$ cat src/rtl/cmp_stream_if.sv
// Operand/result stream bundle for cmp_stream_tracker.
// slave: the tracker side. master: the operand source / result consumer side.
interface cmp_stream_if #(
  parameter int WIDTH = 4,
  parameter int CNT_W = 8
);
  logic             in_valid;
  logic             in_ready;
  logic [WIDTH-1:0] x;
  logic [WIDTH-1:0] y;
  logic [1:0]       mode;
  logic             in_last;
  logic             out_valid;
  logic             out_ready;
  logic             eq;
  logic             gt;
  logic             lt;
  logic [WIDTH-1:0] res;
  logic [WIDTH-1:0] run_max;
  logic [WIDTH-1:0] run_min;
  logic [CNT_W-1:0] count;
  logic             out_last;

  modport slave (
    input  in_valid, x, y, mode, in_last, out_ready,
    output in_ready, out_valid, eq, gt, lt, res, run_max, run_min, count, out_last
  );

  modport master (
    output in_valid, x, y, mode, in_last, out_ready,
    input  in_ready, out_valid, eq, gt, lt, res, run_max, run_min, count, out_last
  );
endinterface

$ cat src/rtl/cmp_stream_tracker.sv
// Streaming comparator with per-packet running max/min/beat count.
// Single-entry registered output; one beat per cycle while out_ready is high.
// Build option: define CMP_SIGNED_EN for two's-complement ordering of x, y,
// res selection and running max/min (eq, handshake, counter, FSM unchanged).
//
// state | meaning
// ------+-----------------------------------------------
// IDLE  | no packet open; next accepted beat starts one
// RUN   | packet open; accepted beats fold into stats
module cmp_stream_tracker #(
  parameter int WIDTH = 4,
  parameter int CNT_W = 8
) (
  input  logic         clk,
  input  logic         reset,
  cmp_stream_if.slave  bus
);

  typedef enum logic {IDLE = 1'b0, RUN = 1'b1} state_t;

  localparam logic [CNT_W-1:0] CNT_SAT = {CNT_W{1'b1}};

  state_t           state_q, state_nxt;
  logic             valid_q;
  logic             eq_q, gt_q, lt_q, last_q;
  logic [WIDTH-1:0] res_q, max_q, min_q;
  logic [CNT_W-1:0] cnt_q;

  logic             accept;
  logic             in_ready;
  logic             x_eq, x_gt, x_lt;
  logic [WIDTH-1:0] res_d, max_d, min_d;
  logic [CNT_W-1:0] cnt_d;

  function automatic logic less(input logic [WIDTH-1:0] a, input logic [WIDTH-1:0] b);
`ifdef CMP_SIGNED_EN
    return $signed(a) < $signed(b);
`else
    return a < b;
`endif
  endfunction

  assign in_ready = !valid_q || bus.out_ready;
  assign accept   = bus.in_valid && in_ready;

  assign x_eq = (bus.x == bus.y);
  assign x_lt = less(bus.x, bus.y);
  assign x_gt = less(bus.y, bus.x);

  // State register: reset discards any open packet.
  always_ff @(posedge clk) begin
    if (reset) state_q <= IDLE;
    else       state_q <= state_nxt;
  end

  // Next state: a packet opens on a non-last beat and closes on its last beat.
  always_comb begin
    state_nxt = state_q;
    case (state_q)
      IDLE: if (accept && !bus.in_last) state_nxt = RUN;
      RUN:  if (accept && bus.in_last)  state_nxt = IDLE;
      default: state_nxt = IDLE;
    endcase
  end

  // Output values for the beat being accepted; IDLE seeds stats, RUN folds them.
  always_comb begin
    res_d = bus.y;
    case (bus.mode)
      2'd0: res_d = x_gt ? bus.x : bus.y;
      2'd1: res_d = x_lt ? bus.x : bus.y;
      2'd2: res_d = bus.x;
      2'd3: res_d = bus.y;
      default: res_d = bus.y;
    endcase
    max_d = res_d;
    min_d = res_d;
    cnt_d = CNT_W'(1);
    if (state_q == RUN) begin
      max_d = less(max_q, res_d) ? res_d : max_q;
      min_d = less(res_d, min_q) ? res_d : min_q;
      cnt_d = (cnt_q == CNT_SAT) ? cnt_q : cnt_q + CNT_W'(1);
    end
  end

  // Output register: load on accept, drop valid on drain, otherwise hold.
  always_ff @(posedge clk) begin
    if (reset) begin
      valid_q <= 1'b0;
      eq_q    <= 1'b0;
      gt_q    <= 1'b0;
      lt_q    <= 1'b0;
      last_q  <= 1'b0;
      res_q   <= '0;
      max_q   <= '0;
      min_q   <= '0;
      cnt_q   <= '0;
    end else if (accept) begin
      valid_q <= 1'b1;
      eq_q    <= x_eq;
      gt_q    <= x_gt;
      lt_q    <= x_lt;
      last_q  <= bus.in_last;
      res_q   <= res_d;
      max_q   <= max_d;
      min_q   <= min_d;
      cnt_q   <= cnt_d;
    end else if (bus.out_ready) begin
      valid_q <= 1'b0;
    end
  end

  assign bus.in_ready  = in_ready;
  assign bus.out_valid = valid_q;
  assign bus.eq        = eq_q;
  assign bus.gt        = gt_q;
  assign bus.lt        = lt_q;
  assign bus.res       = res_q;
  assign bus.run_max   = max_q;
  assign bus.run_min   = min_q;
  assign bus.count     = cnt_q;
  assign bus.out_last  = last_q;

endmodule
$ cat src/flat_wrapper.sv
// flat-port wrapper written by rule: the top's interface ports become plain ports
module cmp_stream_tracker_flat 
#(
  parameter int WIDTH = 4,
  parameter int CNT_W = 8
)
  (clk, reset, bus_in_valid, bus_x, bus_y, bus_mode, bus_in_last, bus_out_ready, bus_in_ready, bus_out_valid, bus_eq, bus_gt, bus_lt, bus_res, bus_run_max, bus_run_min, bus_count, bus_out_last);
  cmp_stream_if #(.WIDTH(WIDTH), .CNT_W(CNT_W)) bus_i ();
  input  logic clk;
  input  logic reset;
  input wire logic [$bits(bus_i.in_valid)-1:0] bus_in_valid;
  input wire logic [$bits(bus_i.x)-1:0] bus_x;
  input wire logic [$bits(bus_i.y)-1:0] bus_y;
  input wire logic [$bits(bus_i.mode)-1:0] bus_mode;
  input wire logic [$bits(bus_i.in_last)-1:0] bus_in_last;
  input wire logic [$bits(bus_i.out_ready)-1:0] bus_out_ready;
  output wire logic [$bits(bus_i.in_ready)-1:0] bus_in_ready;
  output wire logic [$bits(bus_i.out_valid)-1:0] bus_out_valid;
  output wire logic [$bits(bus_i.eq)-1:0] bus_eq;
  output wire logic [$bits(bus_i.gt)-1:0] bus_gt;
  output wire logic [$bits(bus_i.lt)-1:0] bus_lt;
  output wire logic [$bits(bus_i.res)-1:0] bus_res;
  output wire logic [$bits(bus_i.run_max)-1:0] bus_run_max;
  output wire logic [$bits(bus_i.run_min)-1:0] bus_run_min;
  output wire logic [$bits(bus_i.count)-1:0] bus_count;
  output wire logic [$bits(bus_i.out_last)-1:0] bus_out_last;
  assign bus_i.in_valid = bus_in_valid;
  assign bus_i.x = bus_x;
  assign bus_i.y = bus_y;
  assign bus_i.mode = bus_mode;
  assign bus_i.in_last = bus_in_last;
  assign bus_i.out_ready = bus_out_ready;
  assign bus_in_ready = bus_i.in_ready;
  assign bus_out_valid = bus_i.out_valid;
  assign bus_eq = bus_i.eq;
  assign bus_gt = bus_i.gt;
  assign bus_lt = bus_i.lt;
  assign bus_res = bus_i.res;
  assign bus_run_max = bus_i.run_max;
  assign bus_run_min = bus_i.run_min;
  assign bus_count = bus_i.count;
  assign bus_out_last = bus_i.out_last;
  cmp_stream_tracker #(.WIDTH(WIDTH), .CNT_W(CNT_W)) u_core (.clk(clk), .reset(reset), .bus(bus_i));
endmodule
$ cat config.mk
export PLATFORM = sky130hd
export DESIGN_NAME = cmp_stream_tracker_flat
export DESIGN_NICKNAME = d
export VERILOG_FILES = /design/src/rtl/cmp_stream_if.sv /design/src/rtl/cmp_stream_tracker.sv /design/src/flat_wrapper.sv
export SDC_FILE = /design/constraint.sdc
export NUM_CORES = 1
export LEC_CHECK = 0
export CELL_PAD_IN_SITES_DETAIL_PLACEMENT = 0
export CELL_PAD_IN_SITES_GLOBAL_PLACEMENT = 1
export CORE_ASPECT_RATIO = 1.2
export CORE_MARGIN = 2
export CORE_UTILIZATION = 25
export DETAILED_ROUTE_END_ITERATION = 8
export PLACE_DENSITY_LB_ADDON = 0.1
export SLEW_MARGIN = 20
export SYNTH_ARGS = -nofsm -noshare
export SYNTH_HDL_FRONTEND = slang
export SYNTH_SLANG_ARGS = --single-unit
export TNS_END_PERCENT = 50
$ cat constraint.sdc
create_clock -name clk -period 2.95 [get_ports clk]
set_input_delay 0.59 -clock clk [delete_from_list [all_inputs] [get_ports clk]]
set_output_delay 0.59 -clock clk [all_outputs]
set_load 0.005 [all_outputs]
==> results of run 1 <==
[Yosys cell counts, types with 3 or more instances]
library cell / number / share of area
xor2_1: 3 / 0.017
inv_1: 12 / 0.028
clkbuf_1: 5 / 0.012
nand4_1: 4 / 0.016
nor2_1: 23 / 0.054
dfxtp_1: 26 / 0.33
nor3_1: 5 / 0.016
nand2b_1: 9 / 0.035
o21ai_0: 6 / 0.019
a21oi_1: 17 / 0.053
nor2b_1: 3 / 0.012
ha_1: 9 / 0.071
mux2i_1: 10 / 0.063
nand2_1: 19 / 0.045
[routing by layer]
metal | vias up | track usage | wire, um
met5 | - | 0 | 0
li1 | 829 | - | -
met2 | 30 | 0.240 | 2280
met1 | 724 | 0.158 | 1940
met3 | 8 | 0.0219 | 177
met4 | 0 | 0.0515 | 97
[logic make-up (layout without fill, tap and decap cells)]
logic type / after synthesis / count (layout) / share of synthesized area
buf+inv: 19 / 91 / 0.0480
compound gates: 44 / 44 / 0.196
simple gates: 80 / 80 / 0.268
xor+xnor: 5 / 5 / 0.0275
mux: 10 / 10 / 0.0629
fa+ha+maj: 9 / 9 / 0.0708
flops: 26 / 26 / 0.327
[flip-flops by register name (all words and copies together), names as in the netlist, named ones only]
name,count
u_core.bus.out_last,1
u_core.bus.run_max,4
u_core.bus.lt,1
u_core.bus.count,8
u_core.bus.gt,1
u_core.bus.eq,1
u_core.bus.run_min,4
u_core.bus.out_valid,1
u_core.bus.res,4
[how the worst max path moves through the flow]
stage | endpoint | cells past startpoint
final | u_core.bus.run_min[3] | 12
after floorplan | u_core.bus.run_max[1] | 12
after CTS | u_core.bus.run_min[1] | 15
after global placement | u_core.bus.run_max[3] | 13
after global routing | u_core.bus.run_max[3] | 14
after detailed placement | u_core.bus.run_max[3] | 13
[worst min-delay path, stage by stage (launching register included)]
cell and delay, ns:
dfxtp_1 0.32, nand2_1 0.05, a21oi_1 0.05
[per-stage QoR]
step	hold slack, ns	cells	TNS, ns
global placement	0.448	335	-5.04
finish	0.461	347	0
detailed placement	0.453	335	-5.37
CTS	0.467	346	0
global route	0.495	347	0
floorplan	0.453	193	0
[timing repair]
item,CTS,global route
pin swaps,11,7
buffers inserted,7,1
resized for setup,27,14
hold buffers,0,0
setup endpoints to repair,8,7
[final cells by class]
type	instances	area, sq um
well taps	82	103
inverters	12	45.0
multi-input cells	148	1130
fillers	650	3550
clock inverters	1	30.0
repair buffers	75	668
flip-flops and latches	26	520
clock buffers	3	41.3
[power breakdown]
part | switching (W) | internal, W
clock | 0.000113 | 0.000182
combinational | 0.000158 | 0.000200
sequential | 0.0000202 | 0.000375
total | 0.000291 | 0.000757
==> reports/results.txt, run 1 <==
Initial Utilization: 0.261
HP Class: flip-flop to flip-flop
Layout Skew: 0.00750 ns
DRC viols: 0
cell count after synthesis: 193
via/cell ratio: 4.59
P_leak: 1.02 nW
kind of critical path: primary input to flip-flop
GR Overflow Total: 0
WP data required: 3.11 ns
mapped cell area: 1590 sq um
commonest non-fill, non-tap cell in the layout: buf_4
CP Max Fanout: 5
Crit path top cell by count: a21oi_4
Max Clk Rate: 356 MHz
Setup WS pre-CTS: -0.729 ns
buffers added on ports: 40
Overall Power: 0.00105 W
Worst Setup SP: bus_x[2]
Pre-antenna DRT Iters: 4
Detailed Route Iter0 Violations: 15
IO Pins: 41
Site Rows: 31
GPL Wtd Cong: 0.768
DIE AREA: 7020 sq um
largest net degree at the start of global routing: 19
period utilization: 0.953
Reg clk slew, reported paths: 0.09 ns
synth warn: 0
Final Util: 0.416
Most used DFF post-synth: dfxtp_1
slew margin rel.: 0.638
Max VDD drop: 186 uV
Vias: 1591
Routed Antenna Nets: 0
hold path depth: 2
Post-synth ARST share: 0
Final Max Tran Viols: 0
final net count: 290
reg2reg end: u_core.bus.count[7]
Global Route Usage Sum: 0.134
vias in the first global route: 1661
MaxCap Viol Count: 0
core area: 6090 sq um
final wirelength: 4.49 mm
Final min period: 2.81 ns
final count of hold timing violations: 0
chip height: 91.4 um
PwrDens: 413 nW/um^2
FF+latch count, synth: 26
Die Span X: 76.8 um
register area share after synthesis: 0.327
arrival time worst endpoint: 2.97 ns
hold_sp: u_core.bus.out_last
Critical R2R Launch: u_core.bus.count[0]
Crit path max-delay family: compound AO/OA/AOI/OAI gates
clock buffers created by TritonCTS: 3
final instance area: 2540 sq um
Startpoint Class: primary input
most frequent cells in the layout: 33 x buf_4, 32 x clkdlybuf4s50_1, 26 x dfxtp_1, 22 x nor2_1, 19 x nand2_1
Post-DP HPWL: 3.42 mm
number of flops mapped to enable cells by yosys: 0
clock sinks: 26
fraction of layout instances using a drive strength above 1: 0.260
Root Driver: clkbuf_8
syn_area_per_cell: 8.25 sq um
Skew-Pair Late Insertion Delay: 0.27 ns
antenna violations before repair: 0
syn nets: 217
TritonCTS clock tree: built
n_diodes: 0
Placed Area: 2320 sq um
H-tree depth: 1
Setup WS post-layout: 0.137 ns
number of cells on the worst reg-to-reg path: 8
Routed WL per cell: 13.0 um
crit path capture type: flip-flop
RSZ-0062 raised after global routing: false
run status: completed
hold endpoint: u_core.bus.out_last
Yosys cell types: 51
final setup violation count: 0
worst stage delay on the critical path: 0.38 ns
Buf/Inv on CP: 2
CTS max path bufs: 2
worst-margin pin slew: 0.542 ns
Area Overhead vs Synth: 59.4%
first-pass GRT wire length: 7.75 mm
r2r setup slk: 1.12 ns
CP cell instances: clkdlybuf4s15_1, ha_4, and4_4, a21oi_4, buf_4, nor2b_1, nor3_2, a2bb2oi_4, ha_1, a2111oi_4, a21oi_4, mux2i_1
slowest CP cell: a2111oi_4
Power figures use the tool's default switching activity.
==> inputs of run 2 (changes only) <==
--- a/config.mk
+++ b/config.mk
@@ -11,6 +11,7 @@
 export CORE_MARGIN = 2
 export CORE_UTILIZATION = 25
 export DETAILED_ROUTE_END_ITERATION = 8
+export GPL_ROUTABILITY_DRIVEN = 1
 export PLACE_DENSITY_LB_ADDON = 0.1
 export SLEW_MARGIN = 20
 export SYNTH_ARGS = -nofsm -noshare
==> results of run 2 <==
Final layout, timing and power as in run 1 (identical DEF).
==> inputs of run 3 (changes only) <==
--- a/config.mk
+++ b/config.mk
@@ -7,7 +7,7 @@
 export LEC_CHECK = 0
 export CELL_PAD_IN_SITES_DETAIL_PLACEMENT = 0
 export CELL_PAD_IN_SITES_GLOBAL_PLACEMENT = 1
-export CORE_ASPECT_RATIO = 1.2
+export CORE_ASPECT_RATIO = 1.25
 export CORE_MARGIN = 2
 export CORE_UTILIZATION = 25
 export DETAILED_ROUTE_END_ITERATION = 8
==> reports/results.txt, run 3 (synthesized netlist as in run 1, its figures left out) <==
Layout Skew: 0.00314 ns
Detailed Route Iter0 Violations: 16
core area: 6170 sq um
Startpoint Class: primary input
clock share of power: 0.210
MaxCap Viol Count: 0
run status: completed
most frequent cells in the layout: 32 x clkdlybuf4s50_1, 32 x buf_4, 26 x dfxtp_1, 22 x nor2_1, 19 x nand2_1
Critical R2R Launch: u_core.bus.count[0]
HP Class: flip-flop to flip-flop
Global Route Usage Sum: 0.138
Reg clk slew, reported paths: 0.09 ns
Final Max Tran Viols: 0
Skew-Pair Late Insertion Delay: 0.27 ns
Site Rows: 32
first-pass GRT wire length: 7.57 mm
final wirelength: 4.63 mm
P_leak: 0.997 nW
clock buffers created by TritonCTS: 3
WP data required: 3.11 ns
WHS: 0.460 ns
Post-DP HPWL: 3.55 mm
buffers added on ports: 40
via/cell ratio: 4.65
DIE AREA: 7020 sq um
PwrDens: 382 nW/um^2
H-tree depth: 1
vias in the first global route: 1628
CTS max path bufs: 2
CP Max Fanout: 4
final instance area: 2500 sq um
Routed WL per cell: 13.3 um
kind of critical path: primary input to flip-flop
largest net degree at the start of global routing: 19
Max Clk Rate: 355 MHz
Vias: 1618
final net count: 289
Root Driver: clkbuf_8
max FFs per register: 8
n_diodes: 0
P_int: 0.000665 W
Pre-antenna DRT Iters: 4
fraction of layout instances using a drive strength above 1: 0.266
sequential share of power: 0.417
period utilization: 0.956
Final min period: 2.82 ns
r2r setup slk: 1.09 ns
worst-margin pin slew: 0.544 ns
IO Pins: 41
Max VDD drop: 190 uV
sw power: 0.000288 W
final setup violation count: 0
chip height: 93.2 um
Worst Setup SP: bus_y[1]
Routed Antenna Nets: 0
Post-CTS Hold Buffers: 0
Placed Area: 2320 sq um
crit path capture type: flip-flop
GPL Wtd Cong: 0.766
DRC viols: 0
GR Overflow Total: 0
Layout fillers: 680
arrival time worst endpoint: 2.98 ns
TritonCTS clock tree: built
final count of hold timing violations: 0
Initial Utilization: 0.258
clock sinks: 26
hold_sp: u_core.bus.out_last
Area Overhead vs Synth: 56.8%
share of total power in combinational logic: 0.373
Die Span X: 75.4 um
antenna violations before repair: 0
switch share: 0.302
slew margin rel.: 0.636
-- run 3: worst paths after layout --
path,cells after the start,endpoint
setup reg to reg,7,u_core.bus.count[6]
hold / removal,2,u_core.bus.out_last
hold reg to reg,2,u_core.bus.out_last
setup / recovery,13,u_core.bus.run_min[1]
-- run 3: through the flow --
step | power [W] | worst slack [ns] | TNS, ns | utilization | cells
6_report | 0.000954 | 0.129 | 0 | 0.405 | 348
3_3_place_gp | 0.000727 | -0.676 | -4.92 | 0.377 | 338
4_1_cts | 0.000954 | 0.00909 | 0 | 0.399 | 344
5_1_grt | 0.00102 | -0.0208 | -0.0228 | 0.405 | 348
3_5_place_dp | 0.000725 | -0.712 | -5.36 | 0.377 | 338
2_1_floorplan | 0.000566 | 0.0266 | 0 | - | 193
-- run 3: layout make-up --
| cell class | count | area, sq um | area share |
|---|---|---|---|
| Inverter | 12 | 45.0 | 0.0180 |
| Sequential cell | 26 | 520 | 0.209 |
| Tap cell | 85 | 106 | 0.0426 |
| Timing Repair Buffer | 74 | 656 | 0.263 |
| Multi-Input combinational cell | 148 | 1130 | 0.452 |
| Clock buffer | 3 | 41.3 | 0.0165 |
-- run 3: power groups by stage --
| stage | registers, W | logic, W | clock network, W |
|---|---|---|---|
| after floorplan | 0.000401 | 0.000165 | 0 |
| after global placement | 0.000406 | 0.000322 | 0 |
| after detailed placement | 0.000405 | 0.000320 | 0 |
| after CTS | 0.000397 | 0.000346 | 0.000210 |
| after global routing | 0.000401 | 0.000393 | 0.000222 |
| final | 0.000397 | 0.000356 | 0.000200 |
-- run 3: metal layers --
metal	track usage	wire length (um)
met3	0.0172	183
met1	0.156	1880
met5	0	0
met2	0.244	2390
met4	0.0716	181
-- run 3: worst max-delay path, stage by stage --
cell       delay, ns
clkbuf_2        0.10
inv_2           0.05
ha_4            0.24
nor2b_4         0.13
o211ai_4        0.20
buf_4           0.15
nand2_1         0.08
o311a_1         0.32
a2bb2oi_2       0.20
ha_1            0.32
a2111oi_4       0.33
a21oi_2         0.15
mux2i_1         0.14
-- run 3: what timing repair did --
item | in CTS | in global routing
pin swaps | 11 | 8
gates cloned | 0 | 0
setup endpoints to repair | 8 | 7
buffers inserted | 3 | 4
resized for setup | 29 | 14
